`src/rtl/dsp_seq_pkg.sv`:
```
// Shared definitions for the DSP48A1 command sequencer.
// Defining DSP_SEQ_CARRYOUT_EN widens each result entry so the slice carry-out is stored with P.
package dsp_seq_pkg;

    localparam int AB_W = 18;
    localparam int C_W  = 48;
    localparam int OP_W = 8;

    typedef enum logic {
        ST_INIT = 1'b0,
        ST_RUN  = 1'b1
    } seq_state_t;

`ifdef DSP_SEQ_CARRYOUT_EN
    localparam int RES_W = C_W + 1;
`else
    localparam int RES_W = C_W;
`endif

endpackage

```
`src/rtl/dsp_seq_res_fifo.sv`:
```
// Synchronous result FIFO with a registered occupancy count and no write-to-read bypass.
// The head data is forced to zero while empty, so stale entries never show on the output.
module dsp_seq_res_fifo #(
    parameter int DEPTH = 8,
    parameter int WIDTH = 48
) (
    input  logic                     i_clk,
    input  logic                     i_rst_n,
    input  logic                     i_push,
    input  logic [WIDTH-1:0]         i_wdata,
    input  logic                     i_pop,
    output logic [WIDTH-1:0]         o_rdata,
    output logic                     o_empty,
    output logic [$clog2(DEPTH):0]   o_count
);

    localparam int AW = $clog2(DEPTH);
    localparam logic [AW:0] FULL_COUNT = (AW+1)'(DEPTH);

    logic [WIDTH-1:0] r_mem [DEPTH];
    logic [AW-1:0]    r_wrPtr;
    logic [AW-1:0]    r_rdPtr;
    logic [AW:0]      r_count;
    logic             w_doPush;
    logic             w_doPop;

    assign w_doPush = i_push && (r_count != FULL_COUNT);
    assign w_doPop  = i_pop && (r_count != '0);

    // Storage array; contents need no reset because the count decides what is valid.
    always_ff @(posedge i_clk) begin
        if (w_doPush) begin
            r_mem[r_wrPtr] <= i_wdata;
        end
    end

    // Pointers and occupancy; a simultaneous push and pop leaves the count unchanged.
    always_ff @(posedge i_clk or negedge i_rst_n) begin
        if (!i_rst_n) begin
            r_wrPtr <= '0;
            r_rdPtr <= '0;
            r_count <= '0;
        end else begin
            if (w_doPush) begin
                r_wrPtr <= r_wrPtr + 1'b1;
            end
            if (w_doPop) begin
                r_rdPtr <= r_rdPtr + 1'b1;
            end
            case ({w_doPush, w_doPop})
                2'b10:   r_count <= r_count + 1'b1;
                2'b01:   r_count <= r_count - 1'b1;
                default: r_count <= r_count;
            endcase
        end
    end

    assign o_empty = (r_count == '0);
    assign o_count = r_count;
    assign o_rdata = o_empty ? '0 : r_mem[r_rdPtr];

endmodule

```
`src/rtl/dsp_cmd_sequencer.sv`:
```
// Feeds a DSP48A1 slice from a valid/ready command stream and captures P into a result FIFO.
// Commands are tagged through the slice's fixed latency; credits keep the FIFO from overflowing.
// Build option DSP_SEQ_CARRYOUT_EN stores DSP_CARRYOUT with each result and adds res_carryout.
module dsp_cmd_sequencer
    import dsp_seq_pkg::*;
#(
    parameter int              LATENCY    = 4,
    parameter int              RES_DEPTH  = 8,
    parameter int              RST_CYCLES = 2,
    parameter logic [OP_W-1:0] BUBBLE_OP  = 8'h00
) (
    input  logic                         CLK,
    input  logic                         RST_N,
    input  logic                         cmd_valid,
    output logic                         cmd_ready,
    input  logic [AB_W-1:0]              cmd_a,
    input  logic [AB_W-1:0]              cmd_b,
    input  logic [AB_W-1:0]              cmd_d,
    input  logic [C_W-1:0]               cmd_c,
    input  logic [OP_W-1:0]              cmd_opmode,
    input  logic                         cmd_carryin,
    output logic [AB_W-1:0]              DSP_A,
    output logic [AB_W-1:0]              DSP_B,
    output logic [AB_W-1:0]              DSP_D,
    output logic [C_W-1:0]               DSP_C,
    output logic [OP_W-1:0]              DSP_OPMODE,
    output logic                         DSP_CARRYIN,
    output logic                         DSP_CE,
    output logic                         DSP_RST,
    input  logic [C_W-1:0]               DSP_P,
    input  logic                         DSP_CARRYOUT,
    output logic                         res_valid,
    input  logic                         res_ready,
    output logic [C_W-1:0]               res_p,
`ifdef DSP_SEQ_CARRYOUT_EN
    output logic                         res_carryout,
`endif
    output logic [$clog2(RES_DEPTH):0]   inflight
);

    localparam int CNT_W = $clog2(RES_DEPTH) + 1;
    localparam int RCW   = (RST_CYCLES > 1) ? $clog2(RST_CYCLES) : 1;
    localparam logic [RCW-1:0]   INIT_LAST  = RCW'(RST_CYCLES - 1);
    localparam logic [CNT_W:0]   CREDIT_MAX = (CNT_W+1)'(RES_DEPTH);

    seq_state_t        r_state;
    seq_state_t        w_nextState;
    logic [RCW-1:0]    r_initCnt;
    logic [LATENCY:0]  r_tag;
    logic [CNT_W-1:0]  r_inflight;
    logic [CNT_W-1:0]  w_fifoCount;
    logic [CNT_W:0]    w_used;
    logic              w_accept;
    logic              w_push;
    logic              w_pop;
    logic              w_empty;
    logic [RES_W-1:0]  w_wdata;
    logic [RES_W-1:0]  w_rdata;

    // State register; reset always returns to INIT so the slice reset sequence repeats.
    always_ff @(posedge CLK or negedge RST_N) begin
        if (!RST_N) begin
            r_state <= ST_INIT;
        end else begin
            r_state <= w_nextState;
        end
    end

    // Counts the edges spent in INIT while the slice is held in reset.
    always_ff @(posedge CLK or negedge RST_N) begin
        if (!RST_N) begin
            r_initCnt <= '0;
        end else if (r_state == ST_INIT) begin
            r_initCnt <= r_initCnt + 1'b1;
        end
    end

    // Next-state and slice control: reset held in INIT, clock-enabled every cycle in RUN.
    always_comb begin
        w_nextState = r_state;
        DSP_RST     = 1'b1;
        DSP_CE      = 1'b0;
        case (r_state)
            ST_INIT: begin
                if (r_initCnt == INIT_LAST) begin
                    w_nextState = ST_RUN;
                end
            end
            ST_RUN: begin
                DSP_RST = 1'b0;
                DSP_CE  = 1'b1;
            end
            default: w_nextState = ST_INIT;
        endcase
    end

    // Credit uses only registered counts, so a pop frees a slot one cycle later.
    assign w_used    = {1'b0, r_inflight} + {1'b0, w_fifoCount};
    assign cmd_ready = (r_state == ST_RUN) && (w_used < CREDIT_MAX);
    assign w_accept  = cmd_valid && cmd_ready;

    // Operand registers: load the accepted command, otherwise drive a bubble.
    always_ff @(posedge CLK or negedge RST_N) begin
        if (!RST_N) begin
            DSP_A       <= '0;
            DSP_B       <= '0;
            DSP_D       <= '0;
            DSP_C       <= '0;
            DSP_OPMODE  <= '0;
            DSP_CARRYIN <= 1'b0;
        end else if (w_accept) begin
            DSP_A       <= cmd_a;
            DSP_B       <= cmd_b;
            DSP_D       <= cmd_d;
            DSP_C       <= cmd_c;
            DSP_OPMODE  <= cmd_opmode;
            DSP_CARRYIN <= cmd_carryin;
        end else begin
            DSP_A       <= '0;
            DSP_B       <= '0;
            DSP_D       <= '0;
            DSP_C       <= '0;
            DSP_OPMODE  <= BUBBLE_OP;
            DSP_CARRYIN <= 1'b0;
        end
    end

    // Tag pipe tracks which slice slots carry real commands; the last stage marks P to capture.
    always_ff @(posedge CLK or negedge RST_N) begin
        if (!RST_N) begin
            r_tag <= '0;
        end else begin
            r_tag <= {r_tag[LATENCY-1:0], w_accept};
        end
    end

    assign w_push = r_tag[LATENCY];

    // Commands inside the slice: up on accept, down when the tag reaches the FIFO write stage.
    always_ff @(posedge CLK or negedge RST_N) begin
        if (!RST_N) begin
            r_inflight <= '0;
        end else begin
            case ({w_accept, w_push})
                2'b10:   r_inflight <= r_inflight + 1'b1;
                2'b01:   r_inflight <= r_inflight - 1'b1;
                default: r_inflight <= r_inflight;
            endcase
        end
    end

    assign inflight = r_inflight;

`ifdef DSP_SEQ_CARRYOUT_EN
    assign w_wdata      = {DSP_CARRYOUT, DSP_P};
    assign res_carryout = w_rdata[C_W];
`else
    logic w_unusedCarry;
    assign w_unusedCarry = DSP_CARRYOUT;
    assign w_wdata       = DSP_P;
`endif

    assign res_valid = !w_empty;
    assign w_pop     = res_valid && res_ready;
    assign res_p     = w_rdata[C_W-1:0];

    dsp_seq_res_fifo #(
        .DEPTH (RES_DEPTH),
        .WIDTH (RES_W)
    ) u_resFifo (
        .i_clk   (CLK),
        .i_rst_n (RST_N),
        .i_push  (w_push),
        .i_wdata (w_wdata),
        .i_pop   (w_pop),
        .o_rdata (w_rdata),
        .o_empty (w_empty),
        .o_count (w_fifoCount)
    );

endmodule

```
`config.mk`:
```
export PLATFORM = sky130hd
export DESIGN_NAME = dsp_cmd_sequencer
export DESIGN_NICKNAME = d
export VERILOG_FILES = /design/src/rtl/dsp_seq_pkg.sv /design/src/rtl/dsp_seq_res_fifo.sv /design/src/rtl/dsp_cmd_sequencer.sv
export SDC_FILE = /design/constraint.sdc
export NUM_CORES = 1
export LEC_CHECK = 0
export BUFFER_PORTS_ARGS = -buffer_cell sky130_fd_sc_hd__buf_2
export CAP_MARGIN = 10
export CORE_MARGIN = 2
export CORE_UTILIZATION = 50
export CTS_CLUSTER_DIAMETER = 60
export DETAILED_ROUTE_END_ITERATION = 7
export PLACE_DENSITY = 0.76
export SLEW_MARGIN = 20
export SYNTH_ARGS = -nofsm -noshare
export SYNTH_HDL_FRONTEND = slang
export SYNTH_SLANG_ARGS = --single-unit
```
`constraint.sdc`:
```
create_clock -name CLK -period 4.78 [get_ports CLK]
set_input_delay 0.239 -clock CLK [delete_from_list [all_inputs] [get_ports CLK]]
set_output_delay 0.239 -clock CLK [all_outputs]
set_load 0.05 [all_outputs]
```
==> results of run 1 <==
state kept, by name, indices dropped and copies added (netlist names):
register	cells
inflight	4
DSP_B	18
DSP_OPMODE	8
r_state	1
DSP_C	48
u_resFifo.r_mem	384
r_tag	5
DSP_A	18
u_resFifo.o_count	4
u_resFifo.r_rdPtr	3
u_resFifo.r_wrPtr	3
DSP_D	18
DSP_CARRYIN	1
r_initCnt	1
worst register-to-register path, delay by kind of cell, from the launching register on:
family	cells	cell delay (ps)
AND/OR/NAND/NOR	3	1570
adder cells (fa/ha/maj)	2	700
flip-flops	1	450
AO/OA/AOI/OAI	2	260
report_power, final:
part / switching, mW / internal (mW)
combinational: 4.44 / 2.04
clock: 1.63 / 2.13
sequential: 0.442 / 5.44
total: 6.52 / 9.61
stage by stage:
step	setup WS, ps	utilization (%)	power (mW)
6_report	1340	65.1	16.1
5_1_grt	1200	65.0	16.8
4_1_cts	1340	65.0	16.2
3_5_place_dp	1730	56.5	12.3
3_3_place_gp	1790	56.5	12.2
2_1_floorplan	209	-	10.8
cell usage in the layout, fill, tap and decap left out, drive strengths merged, types with 2 or more instances in the layout:
| cell | Yosys | layout |
|---|---|---|
| xnor2 | 8 | 8 |
| nand3 | 5 | 5 |
| dfrtp | 132 | 132 |
| ha | 11 | 11 |
| clkinv | 0 | 15 |
| a22o | 48 | 48 |
| mux2 | 4 | 4 |
| xor2 | 2 | 2 |
| nand3b | 2 | 2 |
| and2 | 2 | 2 |
| diode | 0 | 11 |
| edfxtp | 384 | 384 |
| nand2 | 5 | 5 |
| mux2i | 2 | 2 |
| a21oi | 4 | 4 |
| nor2b | 2 | 2 |
| and3 | 111 | 111 |
| nor3 | 2 | 2 |
| inv | 8 | 10 |
| or4 | 2 | 2 |
| bufinv | 0 | 2 |
| or4b | 4 | 4 |
| dlygate4sd3 | 0 | 161 |
| buf | 21 | 346 |
| clkbuf | 38 | 73 |
| nor2 | 7 | 7 |
| nor3b | 3 | 3 |
| nand2b | 2 | 2 |
| mux4 | 96 | 96 |
area by class of cell:
cell class,count,area [um2],share of cell area (%)
sequential,516,14800,60.6
multi-input combinational,335,3990,16.3
timing repair buffer,507,3400,13.9
clock buffer,73,1390,5.67
tap,511,639,2.61
clock inverter,19,180,0.735
inverter,8,30.0,0.123
antenna,11,27.5,0.112
how the worst max path moves through the flow:
stage	from	end	slack, ps
finish	u_resFifo.o_count[3]$_DFFE_PN0P_	cmd_ready	1340
CTS	u_resFifo.r_rdPtr[0]$_DFFE_PN0P_	res_p[10]	1340
floorplan	u_resFifo.o_count[3]$_DFFE_PN0P_	u_resFifo.r_mem[1][0]$_DFFE_PP_	210
global placement	u_resFifo.o_count[0]$_DFFE_PN0P_	u_resFifo.o_count[3]$_DFFE_PN0P_	1790
detailed placement	u_resFifo.o_count[0]$_DFFE_PN0P_	u_resFifo.o_count[3]$_DFFE_PN0P_	1730
global route	u_resFifo.o_count[3]$_DFFE_PN0P_	cmd_ready	1200
routing by layer:
| layer | wire length [um] | share of wire, % |
|---|---|---|
| met4 | 1420 | 3.1 |
| met2 | 23700 | 51 |
| met1 | 17600 | 38 |
| met3 | 3470 | 7.5 |
| met5 | 0 | 0 |
cells by family after synthesis:
family                     synth area share (%)
DFF                                        77.7
muxes                                      11.7
adders and majority gates                 0.826
buffers and inverters                      1.70
xor gates and xnor gates                  0.459
AOI/OAI and AO/OA                          2.76
and+or+nand+nor                            4.83
==> qor.txt, run 1 <==
Worst EP arrival: 3200 ps
Largest net degree at the start of global routing: 114
CP cell instances: ha_1, or4b_1, a21oi_4, buf_4, buf_2
Die height: 199 um
Critical path's top delay family: buffers and inverters
RePlAce Congestion: 0.842
Async S/R FF share, synth: 25.6%
Final hold slack: 265 ps
DRC violations left: 0
Yosys top cell area share: 60.4%
Hold Crit Start: cmd_valid
Pwr/cell area: 658 nW/um2
Clock Sinks: 516
R2R depth: 7
PortBufs: 329
Met1 usage: 29.5%
Worst IR Drop VDD: 0.504 mV
RSZ-0062 raised after global routing: false
Clock Skew: 15.3 ps
Critical path buffer and inverter count: 2
GRT met3 Usage: 6.65%
Vias: 10810
Layout cells sized above 1: 36.4%
Estimated wirelength of the detail-placed design: 24700 um
CTS hold repair buffers: 161
Placeable Area: 37700 um2
Final net count: 1595
Reg2Reg Capture Point: u_resFifo.o_count[3]$_DFFE_PN0P_
Max Fclk: 291 MHz
Num rows: 71
# setup viols final: 0
Clk_lat worst skew: 590 ps
Sequential element share of the synthesized area: 77.7%
Fin crit period: 3440 ps
First-pass DRT Iterations: 5
Status: complete, no violations
Vias per Instance: 5.46
Total GRT Usage: 23.5%
Crit path kind: reg2out
Top-count cell post-synth: edfxtp_1
Die width: 199 um
Routed wire per std cell: 23.3 um
Number of global-route vias before repair: 11638
Synthesis-to-finish area growth: 28.4%
Fin cells: 1980
Clk buf depth: 3
Crit path depth: 5
R2R Setup Slk: 1670 ps
Slew headroom: 35.4%
IO Count: 331
Max Cap Viol: 0
Hold Path Class: in2reg
Post-placement cell count: 1716
Final hold viol count: 0
# H-tree levels: 2
FILL cells: 2482
Worst Setup End Kind: primary output
GRT Max-Usage Layer: met2
Ys Warns: 0
Hold Crit Depth: 4
Synthesized cell area: 19100 um2
Root buffer cell: clkbuf_16
First-pass GRT wire length: 68200 um
Dpl cell area: 21300 um2
Synth Register Bits: 516
Yosys top cell by area: edfxtp_1
Post-CTS Resized: 0
Initial Utilization: 50.7%
Master of the slowest instance on the critical path: buf_4
Final worst-path cycle share: 71.9%
Final instance area: 24500 um2
Synth unique cells: 44
Met2 Use GR: 39.2%
Initial antenna violation count: 9
FF-to-FF Start: u_resFifo.o_count[0]$_DFFE_PN0P_
TNS Setup: 0 ps
Inserted Clock Buffers: 51
Post-synth net total: 1094
Post-synth top cells: edfxtp_1 (384), dfrtp_1 (132), and3_1 (111), mux4_2 (96), a22o_1 (48)
Synth top area cells: edfxtp_1 (60%), dfrtp_1 (17%), mux4_2 (11%)
CP required: 4540 ps
Leakage power: 9.96 nW
Hold EP: inflight[0]$_DFFE_PN0P_
Slew @ Worst Pin: 969 ps
Die Footprint: 39700 um2
Post-route ant nets: 0
Max incr delay on CP: 670 ps
Critical-path maximum fanout: 113
DR iter-0 viols: 822
Avg Cell Area, Syn: 20.8 um2
Setup Fix Bufs, Post-CTS: 0
Routed WL: 46200 um
CP Launch Type: flop
Max-slew violation count: 0
CTS tree: built
Syn Inst Count: 918
Worst-path clk slew: 60 ps
Top_reg_cell synth: edfxtp_1
GRT Residual Overflow: 0
EDFF count, synth: 384
Power figures use the tool's default switching activity.
==> run 2, diff against run 1 <==
--- a/config.mk
+++ b/config.mk
@@ -5,13 +5,14 @@
 export SDC_FILE = /design/constraint.sdc
 export NUM_CORES = 1
 export LEC_CHECK = 0
+export ABC_AREA = 1
 export BUFFER_PORTS_ARGS = -buffer_cell sky130_fd_sc_hd__buf_2
 export CAP_MARGIN = 10
 export CORE_MARGIN = 2
-export CORE_UTILIZATION = 50
+export CORE_UTILIZATION = 56
 export CTS_CLUSTER_DIAMETER = 60
 export DETAILED_ROUTE_END_ITERATION = 7
-export PLACE_DENSITY = 0.76
+export PLACE_DENSITY = 0.8
 export SLEW_MARGIN = 20
 export SYNTH_ARGS = -nofsm -noshare
 export SYNTH_HDL_FRONTEND = slang
==> constraint.sdc (replaced) <==
create_clock -name CLK -period 3.5 [get_ports CLK]
set_input_delay 0.175 -clock CLK [delete_from_list [all_inputs] [get_ports CLK]]
set_output_delay 0.175 -clock CLK [all_outputs]
set_load 0.05 [all_outputs]
==> qor.txt, run 2 <==
Critical Path Start: u_resFifo.r_rdPtr[0]$_DFFE_PN0P_
Async S/R FF share, synth: 25.6% (unchanged)
Yosys top cell area share: 57.7% (-2.7 points)
IO Count: 331 (unchanged)
Syn Inst Count: 1610 (+75%)
Post-synth top cells: nor2_1 (441), edfxtp_1 (384), o21ai_0 (174), dfrtp_1 (132), inv_1 (127)
Sw Ratio: 44.8% (+4.4 points)
Commonest non-fill, non-tap cells in the layout: nor2_1 (433), edfxtp_1 (384), buf_2 (328), o21ai_0 (174), dlygate4sd3_1 (161)
Worst IR Drop VDD: 0.689 mV (+37%)
Sequential share of power: 34.0% (-2.5 points)
EDFF count, synth: 384 (unchanged)
CTS hold repair buffers: 161 (unchanged)
Yosys top cell by area: edfxtp_1
Max Fclk: 331 MHz
CP Launch Type: flop
GRT Residual Overflow: 0 (unchanged)
Routed wire per std cell: 20.8 um (-11%)
Initial antenna violation count: 12 (+3)
Most flops, register: u_resFifo.r_mem
Synthesis-to-finish area growth: 26.9%
CTS tree: built
M1 wire length: 19700 um (+12%)
TNS Setup: 0 ps (unchanged)
Synthesized cell area: 20000 um2 (+4.6%)
Hold Path Class: in2async
Ys Warns: 0 (unchanged)
Clock Sinks: 516 (unchanged)
DRC violations left: 0 (unchanged)
Final hold slack: 55.2 ps (-210 ps)
Clk_lat worst skew: 580 ps (about the same)
Synth top area cells: edfxtp_1 (58%), dfrtp_1 (17%), nor2_1 (8.3%)
Worst EP arrival: 2840 ps (-360 ps)
Critical-path maximum fanout: 80 (-29%)
Dpl cell area: 22100 um2 (+3.6%)
Total GRT Usage: 29.2% (+5.7 points)
Final net count: 2263 (+42%)
Post-CTS Resized: 0 (unchanged)
Clk buf depth: 3 (unchanged)
Sequential element share of the synthesized area: 74.3% (-3.5 points)
DR iter-0 viols: 1102 (+34%)
Post-placement cell count: 2333 (+36%)
PortBufs: 329 (unchanged)
Die Footprint: 37200 um2 (-6.4%)
FF-to-FF Start: inflight[3]$_DFFE_PN0P_
Synth Register Bits: 516 (unchanged)
Top layer in use: met4
Top_reg_cell synth: edfxtp_1
Max Cap Viol: 0 (unchanged)
Root buffer cell: clkbuf_16
Initial Utilization: 56.6% (+5.9 points)
Worst-path clk slew: 70 ps (about the same)
Synth unique cells: 28 (-36%)
Most common cell after layout, fill and taps aside: nor2_1
Clock Skew: 14.0 ps (-1.31 ps)
Routed WL: 54000 um (+17%)
Post-route ant nets: 0 (unchanged)
Die height: 193 um (-3.3%)
Crit path kind: reg2out
Number of global-route vias before repair: 14810 (+27%)
Biggest regs: u_resFifo.r_mem: 384 flops, DSP_C: 48 flops
Clock group share of total power: 22.6% (-0.7 points)
Comb pwr share: 43.4% (+3.2 points)
Vias per Instance: 5.50 (+0.75%)
Fin cells: 2596 (+31%)
Slew headroom: 29.3% (-6.1 points)
Switching pwr: 10.5 mW (+61%)
Final hold viol count: 0 (unchanged)
# H-tree levels: 2 (unchanged)
Placeable Area: 35300 um2 (-6.3%)
# setup viols final: 0 (unchanged)
Num rows: 69 (-2.8%)
Slew @ Worst Pin: 1060 ps (+91.9 ps)
Fin crit period: 3020 ps
Avg Cell Area, Syn: 12.4 um2 (-40%)
Cell internal pwr: 13.0 mW (+35%)
Max reg flops: 384 (unchanged)
RePlAce Congestion: 0.830 (-1.4%)
CP required: 3320 ps (-1220 ps)
Setup Fix Bufs, Post-CTS: 0 (unchanged)
Pwr/cell area: 926 nW/um2 (+41%)
Final worst-path cycle share: 86.2%
Worst Setup End Kind: primary output
Met3 WL: 4500 um (+30%)
Status: complete, no violations
Met2 WL post-DR: 27200 um (+15%)
Leakage power: 10.7 nW (+7.4%)
Max-slew violation count: 0 (unchanged)
Vias: 14280 (+32%)
Largest net degree at the start of global routing: 194 (+70%)
First-pass DRT Iterations: 5 (unchanged)
Estimated wirelength of the detail-placed design: 27600 um (+11%)
Post-synth net total: 1786 (+63%)
Top-count cell post-synth: nor2_1
Inserted Clock Buffers: 51 (unchanged)
Die width: 193 um (-3.3%)
Layout cells sized above 1: 21.9% (-15 points)
Final instance area: 25300 um2 (+3.4%)
First-pass GRT wire length: 80800 um (+19%)
RSZ-0062 raised after global routing: false
run 2: cell count changes in the layout (fill, tap and decap cells not counted), moves of 10 or more:
cell	delta
o211ai_1	+47
nor2_2	+10
o21ai_1	+24
nand2_1	+80
inv_1	+119
o21ai_0	+173
o22ai_1	+48
and3_1	-111
mux4_2	-96
a22o_1	-48
nor2_4	+12
nor2_1	+432
run 2: final timing paths:
kind | endpoint | slack, ps | cells after the start
min in group CLK | inflight[0]$_DFFE_PN0P_ | 210 | 4
min reg2reg | r_tag[4]$_DFF_PN0_ | 370 | 0
min | DSP_A[1]$_DFF_PN0_ | 60 | 2
max reg2reg | inflight[2]$_DFFE_PN0P_ | 1090 | 10
max | res_p[12] | 480 | 7
max in group asynchronous | u_resFifo.r_rdPtr[1]$_DFFE_PN0P_ | 2460 | 4
run 2: logic make-up after synthesis:
group	synth area share, %
buf+inv	5.03
compound gates	8.34
flops	74.3
fa+ha+maj	0.790
xor+xnor	0.439
simple gates	11.1
run 2: layout make-up:
cell class / count / area, um2
inverter: 130 / 493
antenna: 13 / 32.5
fill: 2222 / 9980
timing repair buffer: 515 / 3580
clock buffer: 68 / 1420
multi-input combinational: 873 / 4200
tap: 461 / 577
clock inverter: 20 / 176
sequential: 516 / 14800
run 2: power by group through the flow:
| stage | clock network (mW) | logic, mW | registers (mW) |
|---|---|---|---|
| final | 5.29 | 10.2 | 7.99 |
| after global routing | 5.61 | 10.9 | 8.05 |
| after global placement | 0 | 9.72 | 7.99 |
| after detailed placement | 0 | 9.92 | 8.03 |
| after floorplan | 0 | 6.21 | 9.32 |
| after CTS | 5.34 | 10.1 | 7.92 |
run 2: metrics by stage:
step	utilization, %	setup slack (ps)	power, mW
5_1_grt	71.7	335	24.6
6_report	71.7	482	23.5
3_5_place_dp	62.5	1100	17.9
2_1_floorplan	-	103	15.5
3_3_place_gp	62.5	1100	17.7
4_1_cts	71.6	469	23.4
run 2: worst max-delay path, cell delays in order (launching register included):
cell and delay (ps):
dfrtp_4 510, inv_6 460, buf_4 390, o21ai_0 120, o22ai_1 140, nor2_1 60
nor2_1 250, buf_2 310
run 2: layer usage:
layer  up-vias  global-route usage [%]
met4         0                    15.4
met5         -                       0
met3       206                    8.38
met2       711                    49.4
li1       6443                       -
met1      6920                    33.9
==> run 3, diff against run 2 <==
--- a/config.mk
+++ b/config.mk
@@ -8,11 +8,11 @@
 export ABC_AREA = 1
 export BUFFER_PORTS_ARGS = -buffer_cell sky130_fd_sc_hd__buf_2
 export CAP_MARGIN = 10
-export CORE_MARGIN = 2
+export CORE_MARGIN = 8
 export CORE_UTILIZATION = 56
 export CTS_CLUSTER_DIAMETER = 60
 export DETAILED_ROUTE_END_ITERATION = 7
-export PLACE_DENSITY = 0.8
+export PLACE_DENSITY = 0.79
 export SLEW_MARGIN = 20
 export SYNTH_ARGS = -nofsm -noshare
 export SYNTH_HDL_FRONTEND = slang
==> qor.txt, run 3 (synthesis results as in run 2) <==
Status: complete, no violations
Worst EP arrival: 3040 ps (+200 ps)
Worst Setup End Kind: primary output
Estimated wirelength of the detail-placed design: 29600 um (+7.5%)
GRT Residual Overflow: 0 (unchanged)
Commonest non-fill, non-tap cells in the layout: nor2_1 (433), edfxtp_1 (384), buf_2 (328), o21ai_0 (174), dlygate4sd3_1 (161)
Die width: 205 um (+6.2%)
CP cell instances: inv_2, buf_4, o21ai_0, o22ai_1, nor2_1, nor2_1, buf_2
Pwr/cell area: 925 nW/um2 (-0.13%)
CTS hold repair buffers: 161 (unchanged)
Biggest regs: u_resFifo.r_mem: 384 flops, DSP_C: 48 flops
Max Cap Viol: 0 (unchanged)
Clock Skew: 28.3 ps (+14.3 ps)
Clk_lat worst skew: 590 ps (about the same)
Max-slew violation count: 0 (unchanged)
Final hold viol count: 0 (unchanged)
Most flops, register: u_resFifo.r_mem
Post-CTS Resized: 0 (unchanged)
Worst slack, placed: 898 ps (-200 ps)
# H-tree levels: 2 (unchanged)
First-pass DRT Iterations: 5 (unchanged)
Initial antenna violation count: 11 (-1)
Worst-path clk slew: 70 ps (about the same)
FILL cells: 2194 (-1.3%)
Routed WL: 55400 um (+2.5%)
Master of the slowest instance on the critical path: dfrtp_4
Critical path buffer and inverter count: 3 (unchanged)
Placeable Area: 35300 um2 (unchanged)
Hold Path Class: in2async
Clock Sinks: 516 (unchanged)
Fin crit period: 3210 ps (+195 ps)
CP dominant cell by count: nor2_1
RSZ-0062 raised after global routing: false
Routed wire per std cell: 21.3 um (+2.3%)
Setup Fix Bufs, Post-CTS: 0 (unchanged)
RePlAce Congestion: 0.830 (about the same)
Final worst-path cycle share: 91.8% (+5.6 points)
First-pass GRT wire length: 83300 um (+3.1%)
Critical-path maximum fanout: 69 (-14%)
Total power: 23.4 mW (about the same)
DR iter-0 viols: 1021 (-7.4%)
IO Count: 331 (unchanged)
CP Launch Type: flop
DRC violations left: 0 (unchanged)
Inserted Clock Buffers: 50 (-2.0%)
Clk buf depth: 3 (unchanged)
Root buffer cell: clkbuf_16
Post-route ant nets: 0 (unchanged)
PortBufs: 329 (unchanged)
Final net count: 2264 (+0.044%)
CP required: 3320 ps (about the same)
Slew headroom: 41.0% (+12 points)
Worst setup margin: 287 ps (-195 ps)
Worst IR Drop VDD: 0.839 mV (+22%)
Initial Utilization: 56.6% (unchanged)
CTS tree: built
Post-placement cell count: 2336 (+0.13%)
# setup viols final: 0 (unchanged)
Die Footprint: 42000 um2 (+13%)
Largest net degree at the start of global routing: 194 (unchanged)
Vias per Instance: 5.46 (-0.75%)
Synthesis-to-finish area growth: 26.9% (about the same)
Fin cells: 2601 (+0.19%)
Leakage power: 10.7 nW (+0.18%)
Max incr delay on CP: 770 ps (+260 ps)
Crit path kind: reg2out
Vias: 14200 (-0.56%)
Most common cell after layout, fill and taps aside: nor2_1
Number of global-route vias before repair: 14717 (-0.63%)
TNS Setup: 0 ps (unchanged)
Total GRT Usage: 25.9% (-3.3 points)
Max Fclk: 311 MHz (-6.1%)
Max reg flops: 384 (unchanged)
Num rows: 69 (unchanged)
Critical path's top delay family: buffers and inverters
Die height: 205 um (+6.2%)
Slew @ Worst Pin: 885 ps (-176 ps)
Layout cells sized above 1: 22.1% (+0.22 points)
Final hold slack: 162 ps (+107 ps)
[run 3: cell types whose count changed in the layout (fill, tap and decap cells not counted), sizes merged]
cell      change
diode         -1
buf           +2
clkinv        +5
clkinvlp      -1
[run 3: worst paths after layout]
check	slack [ps]	to	start	cells past startpoint
max	290	res_p[20]	u_resFifo.r_rdPtr[1]$_DFFE_PN0P_	7
min	160	DSP_A[0]$_DFF_PN0_	RST_N	2
max reg2reg	1090	u_resFifo.r_mem[6][24]$_DFFE_PP_	u_resFifo.o_count[1]$_DFFE_PN0P_	6
min reg2reg	360	r_tag[4]$_DFF_PN0_	r_tag[3]$_DFF_PN0_	0
max in group asynchronous	2370	u_resFifo.r_rdPtr[1]$_DFFE_PN0P_	RST_N	3
min in group CLK	190	inflight[0]$_DFFE_PN0P_	cmd_valid	4
[run 3: per-stage QoR]
stage	instance area [um2]	utilization, %
after CTS	25300	71.7
after floorplan	20000	-
after detailed placement	22100	62.6
final	25300	71.8
after global routing	25300	71.8
after global placement	22100	62.6
[run 3: routing by layer]
layer / GRT usage (%) / share of wire (%)
met4: 11.3 / 4.3
met5: 0 / 0
met2: 44.2 / 50
met1: 30.2 / 36
met3: 7.56 / 9.3
[run 3: power breakdown]
group | total (mW) | internal [mW] | switching [mW] | leakage [nW]
clock network | 5.27 | 3.01 | 2.26 | 0.793
logic | 10.2 | 2.42 | 7.75 | 4.70
registers | 8.00 | 7.47 | 0.531 | 5.23
total | 23.4 | 12.9 | 10.5 | 10.7
[run 3: area by class of cell]
| cell class | count | area (um2) | share of cell area [%] |
|---|---|---|---|
| diodes | 12 | 30.0 | 0.118 |
| clock buffers | 68 | 1390 | 5.49 |
| clock inverters | 24 | 196 | 0.775 |
| inverters | 130 | 493 | 1.94 |
| multi-input cells | 873 | 4200 | 16.6 |
| flip-flops and latches | 516 | 14800 | 58.6 |
| well taps | 461 | 577 | 2.28 |
| repair buffers | 517 | 3610 | 14.3 |
